<file path="src/rtl/ctrl_evt_queue_pkg.sv">
// Shared definitions for the control-event queue: FSM encodings and sim delay.
package ctrl_evt_queue_pkg;

  typedef enum logic [1:0] {
    ST_IDLE = 2'd0,
    ST_REQ  = 2'd1,
    ST_GAP  = 2'd2
  } state_e;

  // Simulation-only sampling offset used by benches around clock edges.
  localparam int unsigned TD = 1;

endpackage

</file>
<file path="src/rtl/ctrl_edge_det.sv">
// Rising-edge detector on a synchronized control level.
// Ports:
//   clk, rst    - clock, asynchronous active-high reset
//   ctrl_i      - synchronized control level
//   rise_c_o    - combinational rise indication (ctrl_i high, previous sample low)
//   pulse_o     - registered single-cycle pulse, one cycle after rise_c_o
module ctrl_edge_det #(
  parameter logic RST_VAL = 1'b1
) (
  input  logic clk,
  input  logic rst,
  input  logic ctrl_i,
  output logic rise_c_o,
  output logic pulse_o
);

  logic ctrl_q;

  assign rise_c_o = ctrl_i & ~ctrl_q;

  // Resetting ctrl_q high suppresses a level that is already high at reset release.
  always_ff @(posedge clk or posedge rst) begin
    if (rst) begin
      ctrl_q  <= RST_VAL;
      pulse_o <= 1'b0;
    end else begin
      ctrl_q  <= ctrl_i;
      pulse_o <= rise_c_o;
    end
  end

endmodule

</file>
<file path="src/rtl/ctrl_evt_queue.sv">
// Counts rising edges of a synchronized control level into a saturating
// pending counter and hands them one at a time to a consumer via req/ack.
// Ports:
//   clk, rst     - clock, asynchronous active-high reset
//   ctrl_sync_i  - synchronized control level
//   evt_pulse_o  - one-cycle pulse per detected rising edge
//   evt_req_o    - request to consumer; grant = evt_req_o & evt_ack_i
//   evt_ack_i    - consumer acknowledge
//   evt_pend_o   - pending, not-yet-granted event count
//   evt_ovf_o    - sticky flag: an event was dropped at saturation
//   ovf_clr_i    - synchronous clear of evt_ovf_o (a same-cycle set wins)
module ctrl_evt_queue
  import ctrl_evt_queue_pkg::*;
#(
  parameter int unsigned CNT_W   = 4,
  parameter int unsigned GAP_CYC = 0,
  parameter int unsigned GAP_W   = 8
) (
  input  logic             clk,
  input  logic             rst,
  input  logic             ctrl_sync_i,
  output logic             evt_pulse_o,
  output logic             evt_req_o,
  input  logic             evt_ack_i,
  output logic [CNT_W-1:0] evt_pend_o,
  output logic             evt_ovf_o,
  input  logic             ovf_clr_i
);

  localparam logic [CNT_W-1:0] PEND_MAX = '1;
  localparam logic [GAP_W-1:0] GAP_LOAD = (GAP_CYC > 0) ? GAP_W'(GAP_CYC - 1) : '0;

  state_e           state_q, state_d;
  logic [CNT_W-1:0] pend_q, pend_d;
  logic [GAP_W-1:0] gap_q, gap_d;
  logic             ovf_q, ovf_d;
  logic             rise_c;
  logic             grant_c;

  ctrl_edge_det #(
    .RST_VAL (1'b1)
  ) u_edge (
    .clk      (clk),
    .rst      (rst),
    .ctrl_i   (ctrl_sync_i),
    .rise_c_o (rise_c),
    .pulse_o  (evt_pulse_o)
  );

  // Ack outside REQ never counts as a grant.
  assign grant_c = (state_q == ST_REQ) & evt_ack_i;

  // Next-state: pending counter, overflow flag and request FSM.
  always_comb begin
    state_d = state_q;
    pend_d  = pend_q;
    gap_d   = gap_q;
    ovf_d   = ovf_q;

    if (ovf_clr_i) ovf_d = 1'b0;

    unique case ({rise_c, grant_c})
      2'b10: begin
        if (pend_q != PEND_MAX) pend_d = pend_q + CNT_W'(1);
        else                    ovf_d  = 1'b1;
      end
      2'b01:   pend_d = pend_q - CNT_W'(1);
      default: pend_d = pend_q;
    endcase

    unique case (state_q)
      ST_IDLE: begin
        if (pend_q != '0) state_d = ST_REQ;
      end
      ST_REQ: begin
        if (grant_c) begin
          if (GAP_CYC != 0) begin
            state_d = ST_GAP;
            gap_d   = GAP_LOAD;
          end else if (pend_d != '0) begin
            state_d = ST_REQ;
          end else begin
            state_d = ST_IDLE;
          end
        end
      end
      ST_GAP: begin
        if (gap_q == '0) state_d = ST_IDLE;
        else             gap_d   = gap_q - GAP_W'(1);
      end
      default: state_d = ST_IDLE;
    endcase
  end

  always_ff @(posedge clk or posedge rst) begin
    if (rst) begin
      state_q <= ST_IDLE;
      pend_q  <= '0;
      gap_q   <= '0;
      ovf_q   <= 1'b0;
    end else begin
      state_q <= state_d;
      pend_q  <= pend_d;
      gap_q   <= gap_d;
      ovf_q   <= ovf_d;
    end
  end

  assign evt_req_o  = (state_q == ST_REQ);
  assign evt_pend_o = pend_q;
  assign evt_ovf_o  = ovf_q;

endmodule

</file>
<file path="config.mk">
export PLATFORM = sky130hd
export DESIGN_NAME = ctrl_evt_queue
export DESIGN_NICKNAME = d
export VERILOG_FILES = /design/src/rtl/ctrl_evt_queue_pkg.sv /design/src/rtl/ctrl_edge_det.sv /design/src/rtl/ctrl_evt_queue.sv
export SDC_FILE = /design/constraint.sdc
export NUM_CORES = 1
export LEC_CHECK = 0
export CORE_AREA = 3 3 40 42
export CTS_CLUSTER_DIAMETER = 80
export DETAILED_ROUTE_END_ITERATION = 8
export DIE_AREA = 0 0 43 45
export PLACE_DENSITY_LB_ADDON = 0.15
export SETUP_SLACK_MARGIN = 0.2
export SKIP_CTS_REPAIR_TIMING = 1
export SLEW_MARGIN = 20
export SYNTH_ARGS = -nofsm -noshare
export SYNTH_HDL_FRONTEND = slang
export SYNTH_HIERARCHICAL = 1
export SYNTH_SLANG_ARGS = --single-unit
</file>
<file path="constraint.sdc">
create_clock -name clk -period 2.5 [get_ports clk]
set_clock_uncertainty 0.2 [all_clocks]
set_input_delay 0.75 -clock clk [delete_from_list [all_inputs] [get_ports clk]]
set_output_delay 0.75 -clock clk [all_outputs]
set_load 0.01 [all_outputs]
</file>
; ---- Word level (Yosys, flattened, before mapping)
; Cells that the tools add are included.
[word_totals]
regBits = 17
out_inout_bits = 7
elab_cells = 37
inputBits = 5
[op_classes]
eq_ne = 8
addsub = 3
n_bitwise = 4
mux = 10
reduce_logical = 6
[op_table]
columns = operator, count
row1 = zero test 8 bit, 1
row2 = one-hot mux 4 bit (2 select lines), 1
row3 = nonzero test 4 bit, 2
row4 = "subtractor 8 x 1 -> 8 bit, second input constant", 1
row5 = two-way mux 2 bit, 3
row6 = one-hot mux 2 bit (3 select lines), 1
row7 = "adder 4 x 1 -> 4 bit, second input constant", 1
row8 = "== test 2 x 1 -> 1 bit, second input constant", 2
row9 = "== test 2 bit, second input constant", 2
row10 = two-way mux 1 bit, 4
row11 = two-way mux 4 bit, 1
row12 = "!= test 2 bit, second input constant", 2
row13 = "!= test 4 bit, second input constant", 1
row14 = "subtractor 4 x 1 -> 4 bit, second input constant", 1
row15 = AND reduction 3 bit, 1
row16 = AND 1 bit, 2
row17 = zero test 2 bit, 1
row18 = "!= test 2 x 1 -> 1 bit, second input constant", 1
row19 = NOT 1 bit, 2
row20 = AND reduction 2 bit, 1

; ---- Logic depth before layout (Yosys ltp)
[depth]
word_depth = 8
depth_mapped = 8
mapped_depth_nobuf = 8

; ---- By module
; Netlist, hierarchy kept.
[by_module_without_submodules]
columns = module, area_each_um2, seq_area_each_um2, instances, cells_per_inst
row1 = ctrl_evt_queue, 455.4, 150.1, 1, 48
row2 = ctrl_edge_det, 68.8, 51.3, 1, 4

; ---- Least setup slack after synthesis
; OpenSTA, ideal clock, no wires.
[synth_path]
kind = input to register
from = input ctrl_sync_i
to = register state_q[0]
required_ps = 2174
arrival_ps = 2301
path_buffers = 0
setup_time_ps = 126
path_slack_ps = -127
path_stages = 8
path_cell_list = nor2b_4 -> inv_1 -> ha_1 -> a41o_1 -> nand2_1 -> o31ai_1 -> or4_1 -> o32a_1
[synth_between]
elab_chain_cells = 7
word_cells_on_any_way = 8
classes_between = eq/ne (2) / mux (4) / bitwise (1) / reduce/logical (1)
[synth_rtl]
columns = item, line
row1 = from (decl), ctrl_evt_queue.sv:21  ; input logic ctrl_sync_i,
row2 = AND 1 bit (*), ctrl_edge_det.sv:19  ; assign rise_c_o = ctrl_i & ~ctrl_q;
row3 = == test 2 x 1 -> 1 bit / == test 2 bit (equally long branches), ctrl_evt_queue.sv:62  ; unique case ({rise_c, grant_c})
row4 = one-hot mux 4 bit (2 select lines) (*), ctrl_evt_queue.sv:62
row5 = net pend_d[0], ctrl_evt_queue.sv:34  ; logic [CNT_W-1:0] pend_q, pend_d;
row6 = nonzero test 4 bit (*), ctrl_evt_queue.sv:80  ; end else if (pend_d != '0) begin
row7 = two-way mux 1 bit (*), ctrl_evt_queue.sv:80
row8 = two-way mux 2 bit (*), ctrl_evt_queue.sv:76  ; if (grant_c) begin
row9 = one-hot mux 2 bit (3 select lines) (*), ctrl_evt_queue.sv:71  ; unique case (state_q)
row10 = to (signal assigned), ctrl_evt_queue.sv:102  ; state_q <= state_d;
row11 = to (decl), ctrl_evt_queue.sv:33  ; state_e state_q, state_d;
; The timed path passes the listed nets; every way through them passes the cells marked *. The select of a mux whose other input is x is not followed.
; A chain may end at the register's enable or synchronous reset.

; ---- Worst setup path in the final report
[layout_path]
from = input ctrl_sync_i
to = register state_q[0]
[layout_between]
elab_chain_cells = 7
word_cells_on_any_way = 8
classes_between = eq/ne (2) / mux (4) / bitwise (1) / reduce/logical (1)
[layout_rtl]
columns = item, line
row1 = AND 1 bit (*), ctrl_edge_det.sv:19
row2 = net rise_c, ctrl_evt_queue.sv:37  ; logic rise_c;
row3 = == test 2 x 1 -> 1 bit / == test 2 bit (equally long branches), ctrl_evt_queue.sv:62
row4 = one-hot mux 4 bit (2 select lines) (*), ctrl_evt_queue.sv:62
row5 = net pend_d[1], ctrl_evt_queue.sv:34
row6 = nonzero test 4 bit (*), ctrl_evt_queue.sv:80
row7 = two-way mux 1 bit (*), ctrl_evt_queue.sv:80
row8 = two-way mux 2 bit (*), ctrl_evt_queue.sv:76
row9 = one-hot mux 2 bit (3 select lines) (*), ctrl_evt_queue.sv:71
; Marked as above.

==> impl_metrics.py <==
metrics = {
    "sta": {
        "grt_setup_unrepaired": "yes",
        "fin_crit_sh_pct": 98.82,
        "fmax_ghz": 0.4048,
        "worst_pin_slew_ps": 290.4,
        "hold_viol": 0,
        "worst_slew_margin_rel_pct": 80.48,
        "maxSlewViolCount": 0,
        "finalSetupViolCount": 0,
        "fin_crit_ps": 2470,
    },
    "grt": {
        "grt.busiest_layer": "met2",
        "gr-usage-met3_pct": 6.375,
        "grt_first_pass_wirelength_mm": 2.007,
        "overflow": 0,
        "grt_use_met1_pct": 18.07,
        "grt_pass1_vias": 438,
        "grt_antenna_before_repair": 0,
        "met2_usage_pct": 22.75,
        "grt_start_max_net_pins": 11,
        "grt.total_usage_pct": 14.37,
    },
    "critical_path": {
        "max_stage_delay_ps": 520,
        "crit_family": "simple AND/OR/NAND/NOR gates",
        "critical_path_arrival_ps": 2410,
        "start_kind": "primary input",
        "worstPathRequired_ps": 2440,
        "worstPathCellList": "buf_6 -> nor2b_4 -> inv_2 -> ha_4 -> nor2b_4 -> a32oi_1 -> nand2_1 -> or4_1 -> o32a_1",
        "worst-path-buf-inv": 2,
        "path_class": "in -> reg",
        "cp_max_fo": 5,
        "cp-end-kind": "flip-flop",
        "critPathMostFrequentCell": "nor2b_4",
        "cp_slowest_cell": "or4_1",
    },
    "synthesis": {
        "netlist_area_um2": 524.3,
        "synth_cells": 52,
        "seq_area_frac_synth_pct": 38.42,
        "avgSynthCellArea_um2": 10.08,
        "yosys-top-cells-area": "dfrtp_1 33%, ha_1 12%, inv_1 5.7%",
        "synth-main-ff-cell": "dfrtp_1",
        "synth_edf_count": 0,
        "yosysTopAreaCellShare_pct": 33.41,
        "syn_nets": 62,
        "yosys.area.top_type": "dfrtp_1",
        "synth_warnings": 6,
        "ys_seq_elements": 8,
        "synth_cell_type_count": 29,
        "async_reset_ff_share_pct": 100.0,
    },
    "detailed_routing": {
        "wirelength_mm": 1.243,
        "avgViaCountPerCell": 5.293,
        "post_drt_wl_per_cell_um": 13.51,
        "vias": 487,
        "drc": 0,
        "drtIter0Drc": 4,
        "dr.pass1.iters": 4,
        "ant_nets": 0,
    },
    "pwr": {
        "pwr_density_cell_mw_per_mm2": 968.1,
        "p_switching_uw": 282.6,
        "clockPowerShare_pct": 13.8,
        "combinationalPowerShare_pct": 56.1,
        "vdd_ir_drop_max_mv": 0.5919,
        "seqPwrFrac_pct": 30.2,
        "p_leak_uw": 0.0003572,
        "internal_power_uw": 481.8,
        "sw_frac_of_total_pct": 36.97,
    },
    "clock_tree": {
        "cts-buffers-inserted": 3,
        "cts_max_level": 1,
        "clock_latency_ps": 250,
        "clk_path_buf_depth": 2,
        "clock-root-buffer": "clkbuf_4",
        "cts.reportedPaths.clkPinSlew_ps": 50,
        "clock-sinks": 8,
        "cts_tree": "built",
    },
    "cells_and_area": {
        "nets": 88,
        "drive_above_1_share_pct": 36.36,
        "stdcell_area_um2": 789.5,
        "fin_cells": 92,
        "num_antenna_cells": 0,
        "syn_to_final_growth_pct": 50.60,
    },
    "worst_hold_path": {
        "min_path_type": "reg -> reg",
    },
    "die": {
        "chipWidth_um": 43,
        "core_region_area_mm2": 0.001285,
        "die_h_um": 45,
        "fp-row-count": 13,
        "dieArea_mm2": 0.001935,
        "start_util_pct": 40.80,
        "pin_count": 12,
    },
    "outcome": {
        "status": "completed",
    },
    "placed_design": {
        "hpwlAfterDp_um": 904.7,
        "place_inst": 82,
        "io_buffers": 11,
        "gp_congestion": 0.8227,
        "placed_cell_area_um2": 691.9,
    },
    "flow_run": {
        "drv_cap": 0,
    },
}
-- kinds of logic (layout without fill, tap and decap cells) --
kind of cell	after synthesis	after routing	share of synthesized area, %
buf+inv	10	35	9.308
flops	8	8	38.43
mux	1	1	1.909
simple gates	17	17	21.96
compound gates	11	11	16.47
fa+ha+maj	5	5	11.93
-- cells in the final DEF, fill, tap and decap left out, drive strengths merged --
cell,instances
buf,13
clkdlybuf4s50,9
inv,8
dfrtp,7
ha,5
nand2,4
clkbuf,4
nor2b,3
nor2,2
nand3b,2
o211ai,2
nand3,2
mux2i,1
or3,1
nor4b,1
a31o,1
a221o,1
a21oi,1
a41o,1
o31ai,1
a32oi,1
o21ai,1
o22ai,1
nand2b,1
or4,1
o32a,1
dlymetal6s2s,1
dfstp,1
-- layout make-up --
cell class              instances  area (um2)
flip-flops and latches          8       203.9
inverters                       8       30.03
repair buffers                 23       203.9
fillers                       114       495.5
multi-input cells              34       306.5
clock buffers                   4       26.28
well taps                      15       18.77
-- worst paths after layout --
check | to | cells past startpoint | from | slack, ps
worst min register to register | evt_ovf_o | 2 | evt_ovf_o | 350
worst max register to register | state_q[0] | 8 | u_edge/ctrl_q | 230
max in group asynchronous | evt_pend_o[2] | 2 | rst | 1340
worst max-delay path | state_q[0] | 9 | ctrl_sync_i | 30
min in group asynchronous | u_edge/pulse_o | 2 | rst | 480
worst min-delay path | evt_ovf_o | 2 | evt_ovf_o | 350
-- flip-flops by register name, summed over array words and instances (netlist names) --
signal and count:
u_edge/pulse_o 1, evt_ovf_o 1, u_edge/ctrl_q 1, evt_pend_o 4, state_q 1
-- metrics by stage --
step	worst slack, ps	TNS [ps]	utilization, %	total power (uW)	hold slack, ps
after floorplan	36.26	0	-	446.8	290.5
after global placement	-531.2	-859.8	53.85	599.1	327.2
after detailed placement	-597.2	-1051	53.85	603.7	337.4
after CTS	-325.0	-325.0	55.89	715.0	346.2
after global routing	28.15	0	61.44	830.4	372.2
final	29.58	0	61.44	764.3	350.0
-- metal layers --
metal | routed length (um) | part of all wire (%)
met1 | 552 | 44
met3 | 71 | 5.7
met4 | 0 | 0
met2 | 619 | 50
met5 | 0 | 0
-- tightest hold or removal path: cells and delay by family, from the launching register on --
| family | cells | cell delay, ps |
|---|---|---|
| flip-flops | 1 | 380 |
| AO/OA/AOI/OAI | 1 | 70 |
| buffers and inverters | 1 | 50 |
-- power by group through the flow --
stage / registers [uW] / logic (uW) / clock network, uW
6_report: 231 / 429 / 105
5_1_grt: 239 / 467 / 124
4_1_cts: 236 / 369 / 110
3_5_place_dp: 238 / 366 / 0
3_3_place_gp: 236 / 363 / 0
2_1_floorplan: 219 / 227 / 0
-- synthesized netlist by cell type, drive strengths merged (2+ instances only) --
master / instances
nor2: 2
buf: 2
o211ai: 2
nand3b: 2
ha: 5
inv: 8
dfrtp: 7
nor2b: 3
nand3: 2
nand2: 4
(Power assumes the default switching activity.)
